**src/rtl/uart_tx_arbiter.sv**
```systemverilog
// Round-robin arbiter that shares one UART transmitter among NREQ byte-stream
// requesters. A grant is held for a whole message, subject to a burst limit and a stall timeout.
module uart_tx_arbiter #(
    parameter int NREQ         = 4,
    parameter int MAX_BURST    = 16,
    parameter int HOLD_TIMEOUT = 1024
) (
    input  logic                clk,
    input  logic                reset_n,
    input  logic [NREQ-1:0]     req_valid,
    input  logic [8*NREQ-1:0]   req_data,
    input  logic [NREQ-1:0]     req_last,
    output logic [NREQ-1:0]     req_ready,
    output logic [NREQ-1:0]     grant,
    output logic                tx_start,
    output logic [7:0]          tx_din,
    input  logic                tx_done_tick,
    output logic                busy
);

    localparam int PW = (NREQ > 1) ? $clog2(NREQ) : 1;

    typedef enum logic [1:0] {S_IDLE, S_WAIT, S_HOLD} state_t;

    state_t            state_q, state_d;
    logic [PW-1:0]     ptr_q, ptr_d;
    logic [PW-1:0]     gidx_q, gidx_d;
    logic [7:0]        burst_q, burst_d;
    logic [15:0]       idle_q, idle_d;
    logic              last_q, last_d;
    logic              tx_start_q, tx_start_d;
    logic [7:0]        tx_din_q, tx_din_d;
    logic [NREQ-1:0]   grant_q, grant_d;

    logic [PW-1:0]     sel;
    logic              sel_vld;
    logic [PW:0]       cand;
    logic [PW-1:0]     acc_idx;
    logic              accept;

    // Search ptr+1, ptr+2, ... mod NREQ; iterating downwards lets the nearest hit win.
    always_comb begin
        sel     = '0;
        sel_vld = 1'b0;
        cand    = '0;
        for (int k = NREQ; k >= 1; k--) begin
            cand = {1'b0, ptr_q} + (PW+1)'(k);
            if (cand >= (PW+1)'(NREQ)) cand = cand - (PW+1)'(NREQ);
            if (req_valid[cand[PW-1:0]]) begin
                sel     = cand[PW-1:0];
                sel_vld = 1'b1;
            end
        end
    end

    always_ff @(posedge clk or negedge reset_n) begin
        if (!reset_n) begin
            state_q    <= S_IDLE;
            ptr_q      <= PW'(NREQ-1);
            gidx_q     <= '0;
            burst_q    <= '0;
            idle_q     <= '0;
            last_q     <= 1'b0;
            tx_start_q <= 1'b0;
            tx_din_q   <= '0;
            grant_q    <= '0;
        end else begin
            state_q    <= state_d;
            ptr_q      <= ptr_d;
            gidx_q     <= gidx_d;
            burst_q    <= burst_d;
            idle_q     <= idle_d;
            last_q     <= last_d;
            tx_start_q <= tx_start_d;
            tx_din_q   <= tx_din_d;
            grant_q    <= grant_d;
        end
    end

    always_comb begin
        state_d    = state_q;
        ptr_d      = ptr_q;
        gidx_d     = gidx_q;
        burst_d    = burst_q;
        idle_d     = idle_q;
        last_d     = last_q;
        tx_start_d = 1'b0;
        tx_din_d   = tx_din_q;
        grant_d    = grant_q;
        case (state_q)
            S_IDLE: begin
                if (accept) begin
                    gidx_d       = sel;
                    burst_d      = 8'd1;
                    grant_d      = '0;
                    grant_d[sel] = 1'b1;
                end
            end
            S_WAIT: begin
                if (tx_done_tick) begin
                    if (last_q || burst_q == 8'(MAX_BURST)) begin
                        state_d = S_IDLE;
                        ptr_d   = gidx_q;
                        grant_d = '0;
                    end else begin
                        state_d = S_HOLD;
                        idle_d  = '0;
                    end
                end
            end
            S_HOLD: begin
                if (accept) begin
                    burst_d = burst_q + 8'd1;
                end else if (idle_q == 16'(HOLD_TIMEOUT-1)) begin
                    state_d = S_IDLE;
                    ptr_d   = gidx_q;
                    grant_d = '0;
                end else begin
                    idle_d = idle_q + 16'd1;
                end
            end
            default: state_d = S_IDLE;
        endcase
        if (accept) begin
            state_d    = S_WAIT;
            tx_start_d = 1'b1;
            tx_din_d   = req_data[{acc_idx, 3'b000} +: 8];
            last_d     = req_last[acc_idx];
        end
    end

    // req_ready is combinational, so it is gated by reset_n to clear the moment reset asserts.
    always_comb begin
        acc_idx   = (state_q == S_HOLD) ? gidx_q : sel;
        accept    = ((state_q == S_IDLE) && sel_vld) ||
                    ((state_q == S_HOLD) && req_valid[gidx_q]);
        req_ready = '0;
        if (accept && reset_n) req_ready[acc_idx] = 1'b1;
        busy      = (state_q != S_IDLE);
    end

    assign grant    = grant_q;
    assign tx_start = tx_start_q;
    assign tx_din   = tx_din_q;

endmodule

```
**config.mk**
```make
export PLATFORM = sky130hd
export DESIGN_NAME = uart_tx_arbiter
export DESIGN_NICKNAME = d
export VERILOG_FILES = /design/src/rtl/uart_tx_arbiter.sv
export SDC_FILE = /design/constraint.sdc
export NUM_CORES = 1
export LEC_CHECK = 0
export BUFFER_PORTS_ARGS = -buffer_cell sky130_fd_sc_hd__buf_2
export CORE_UTILIZATION = 50
export DETAILED_ROUTE_END_ITERATION = 8
export GPL_ROUTABILITY_DRIVEN = 0
export GPL_TIMING_DRIVEN = 1
export MAX_ROUTING_LAYER = met4
export PLACE_DENSITY_LB_ADDON = 0.05
export SKIP_CTS_REPAIR_TIMING = 1
export SYNTH_ARGS = -nofsm -noshare
export SYNTH_HDL_FRONTEND = slang
export SYNTH_SLANG_ARGS = --single-unit
```
**constraint.sdc**
```tcl
create_clock -name clk -period 1.91 [get_ports clk]
set_input_delay 0.0955 -clock clk [delete_from_list [all_inputs] [get_ports clk]]
set_output_delay 0.0955 -clock clk [all_outputs]
set_load 0.05 [all_outputs]
```
==> flow_summary_export.csv <==
group,metric,value,unit
critical_path,worst-setup-path-type,"reg2out",
yosys,post_synth_top_area_cell,"dfrtp_1",
clocking,htree_num_levels,2,
worst_hold_path,timing.hold.worst.class,"in2reg",
detailed_routing,via_count,2941,
sta,clock_skew,7.47,ps
floorplanning,die-width,77.9,um
sta,setup_repair_after_global_routing_missed_its_margin,"yes",
yosys,yosysWarningCount,0,
yosys,synthesis.nets,370,
yosys,yosysSeqAreaShare,38.3,%
sta,timing_hold_violations_final,0,
yosys,netlist.area_leader.share,36.5,%
sta,fin_setup_tns,-2760,ps
final_layout,syn_to_final_growth,47.3,%
detailed_routing,drt_pre_antenna_iters,4,
global_route,vias_in_the_first_global_route,2663,
detailed_routing,vias_per_std_cell,5.66,
detailed_routing,routed_wl,8.18,mm
sta,slew_violations,0,
clocking,cts-root-buf,"clkbuf_8",
floorplanning,overall_die_height,77.9,um
clocking,max-clock-path-buffers,2,
yosys,yosys_most_used_dff,"dfrtp_1",
detailed_routing,drt_antenna_net_count,0,
sta,final.setup.worst_slack,-200,ps
yosys,ys_ff_latch,44,
global_route,track_usage,27.4,%
run_status,violations,"setup timing",
sta,clock.fmax,474,MHz
detailed_routing,wl_per_cell,15.7,um
yosys,yosysUniqueCellTypes,58,
clocking,worst_setup_hold_path_clk_slew,80,ps
yosys,post_synth.cell_area_avg,8.99,um2
yosys,synth.cell_area,0.00288,mm2
pwr,power.ir.vdd_worst,821,uV
floorplanning,row_count,27,
job,max_cap_violations,0,
critical_path,cp-start-kind,"flip-flop",
critical_path,cp.arrival,2010,ps
floorplanning,dieArea,0.00606,mm2
sta,worst_hold_slack,42.1,ps
sta,final-setup-viol-count,29,
sta,fin_crit_sh,110,%
global_route,wire_length_of_the_first_global_routing_pass,12.6,mm
final_layout,n_antenna_cell,0,
sta,slew_at_the_pin_with_the_worst_max_slew_slack,573,ps
final_layout,layout.nets,497,
detailed_routing,initialDrtViolationCount,245,
global_route,grt-ovfl-total,0,
place,place.detailed.hpwl,5.77,mm
detailed_routing,drc,0,
clocking,tritoncts_clock_tree,"built",
yosys,ys_top_cells_by_area,"dfrtp_1, nand2_1, a211oi_1, clkbuf_8, o21ai_0",
floorplanning,total_i_o_pin_count,61,
pwr,power_density_of_the_placed_cells,1280,mW/mm2
floorplanning,core_area,0.00554,mm2
sta,max-slew-margin-rel,61.8,%
critical_path,critical_path_required,1810,ps
yosys,count_of_flip_flops_with_a_built_in_enable_after_synthesis,0,
run_status,run_status,"complete, but fails checks",
sta,finalCriticalPeriod,2110,ps
critical_path,setup.worst_path.end_class,"primary output",
yosys,postSynth.asyncResetShare,100,%
global_route,grt_start_max_net_pins,45,
floorplanning,floorplan.initialDensity,51.9,%
clocking,number_of_clock_buffers_inserted_by_tritoncts,5,
global_route,number_of_antenna_violations_at_the_first_check_in_global_routing,0,
final_layout,drive_above_1_share,44.6,%
yosys,post_synth_inst_count,320,
place,port_buffers,60,
critical_path,critical_path_peak_fanout,4,
pwr,leakagePower,0.00194,uW
clocking,cts.sinks,44,
critical_path,rrSetupSlack,-170,ps
clocking,clock_latency,310,ps
## placed cells by master (no fill, tap or decap), drive strengths merged, types with 7 or more instances in the layout
cell	Yosys	routed
nor2	16	16
a211oi	19	19
o21ai	20	20
nand3	14	14
a21oi	9	9
ha	7	7
nand2	51	51
buf	4	133
dfrtp	42	42
mux2i	9	9
nand2b	9	9
a311oi	10	10
inv	20	20
## through the flow
| stage | setup WS (ps) | area [um2] | total power (uW) | utilization [%] | cells |
|---|---|---|---|---|---|
| after CTS | -351 | 3870 | 4930 | 69.9 | 507 |
| after global routing | -255 | 4240 | 5730 | 76.5 | 520 |
| after global placement | -52.6 | 3770 | 4160 | 68.0 | 499 |
| after floorplan | -136 | 3030 | 3250 | - | 320 |
| final | -200 | 4240 | 5420 | 76.5 | 520 |
| after detailed placement | -119 | 3770 | 4200 | 68.0 | 499 |
## registers in the layout, indices dropped and copies added (netlist names)
register and cells:
idle_q 16, burst_q 8, tx_din 8, grant 4, gidx_q 2, ptr_q 2, state_q 2, last_q 1
tx_start 1
## kinds of logic (layout without fill, tap and decap cells)
group	count (synthesis)	in the layout	synth area share [%]
AND/OR/NAND/NOR	132	132	23.0
AO/OA/AOI/OAI	84	84	21.1
flip-flops	44	44	38.3
buffers and inverters	34	162	7.35
multiplexers	16	16	6.26
adder cells (fa/ha/maj)	7	7	3.04
XOR/XNOR	3	3	0.913
## routing by layer
| layer | up-vias | GRT usage [%] | wire [um] |
|---|---|---|---|
| li1 | 1432 | - | - |
| met1 | 1412 | 37.9 | 3790 |
| met2 | 82 | 41.5 | 3880 |
| met3 | 15 | 4.00 | 355 |
| met4 | 0 | 8.11 | 146 |
| met5 | - | - | 0 |
## worst max-delay path, stage by stage (launching register included)
cell	delay, ps
dfstp_2	570
mux2_4	310
a22oi_2	190
nand3_2	130
o21ai_4	100
nor3b_4	230
buf_6	180
## path summary, 6_finish.rpt
kind / startpoint / endpoint / cells past startpoint
max in group asynchronous: reset_n / ptr_q[0] / 3
worst max register to register: state_q[1] / idle_q[6] / 8
min in group asynchronous: reset_n / idle_q[7] / 3
worst min register to register: grant[3] / grant[3] / 1
worst min-delay path: req_data[14] / tx_din[6] / 3
worst max-delay path: ptr_q[1] / req_ready[0] / 6
## cell usage after synthesis (all sizes together), types with 3 or more instances
| cell | instances |
|---|---|
| nand2b | 9 |
| nor3b | 5 |
| a21oi | 9 |
| nand3 | 14 |
| o31ai | 3 |
| and3 | 6 |
| mux2i | 9 |
| dfrtp | 42 |
| or4 | 4 |
| inv | 20 |
| o21ai | 20 |
| a311oi | 10 |
| mux2 | 6 |
| buf | 4 |
| nor4 | 6 |
| a211oi | 19 |
| ha | 7 |
| nand2 | 51 |
| nor2 | 16 |
| nand4 | 4 |
| clkbuf | 10 |
| and2 | 4 |
| nor3 | 5 |
## cell type report
cell class	instances	area, um2
clock buffer	6	72.6
fill	397	1300
inverter	20	75.1
timing repair buffer	134	940
clock inverter	2	35.0
sequential	44	1100
multi-input combinational	242	1920
tap	72	90.1
## report_power, final
part / switching [uW] / internal [uW] / total, uW
logic: 1940 / 1450 / 3390
registers: 135 / 1170 / 1300
clock network: 341 / 389 / 729
Power figures use the tool's default switching activity.
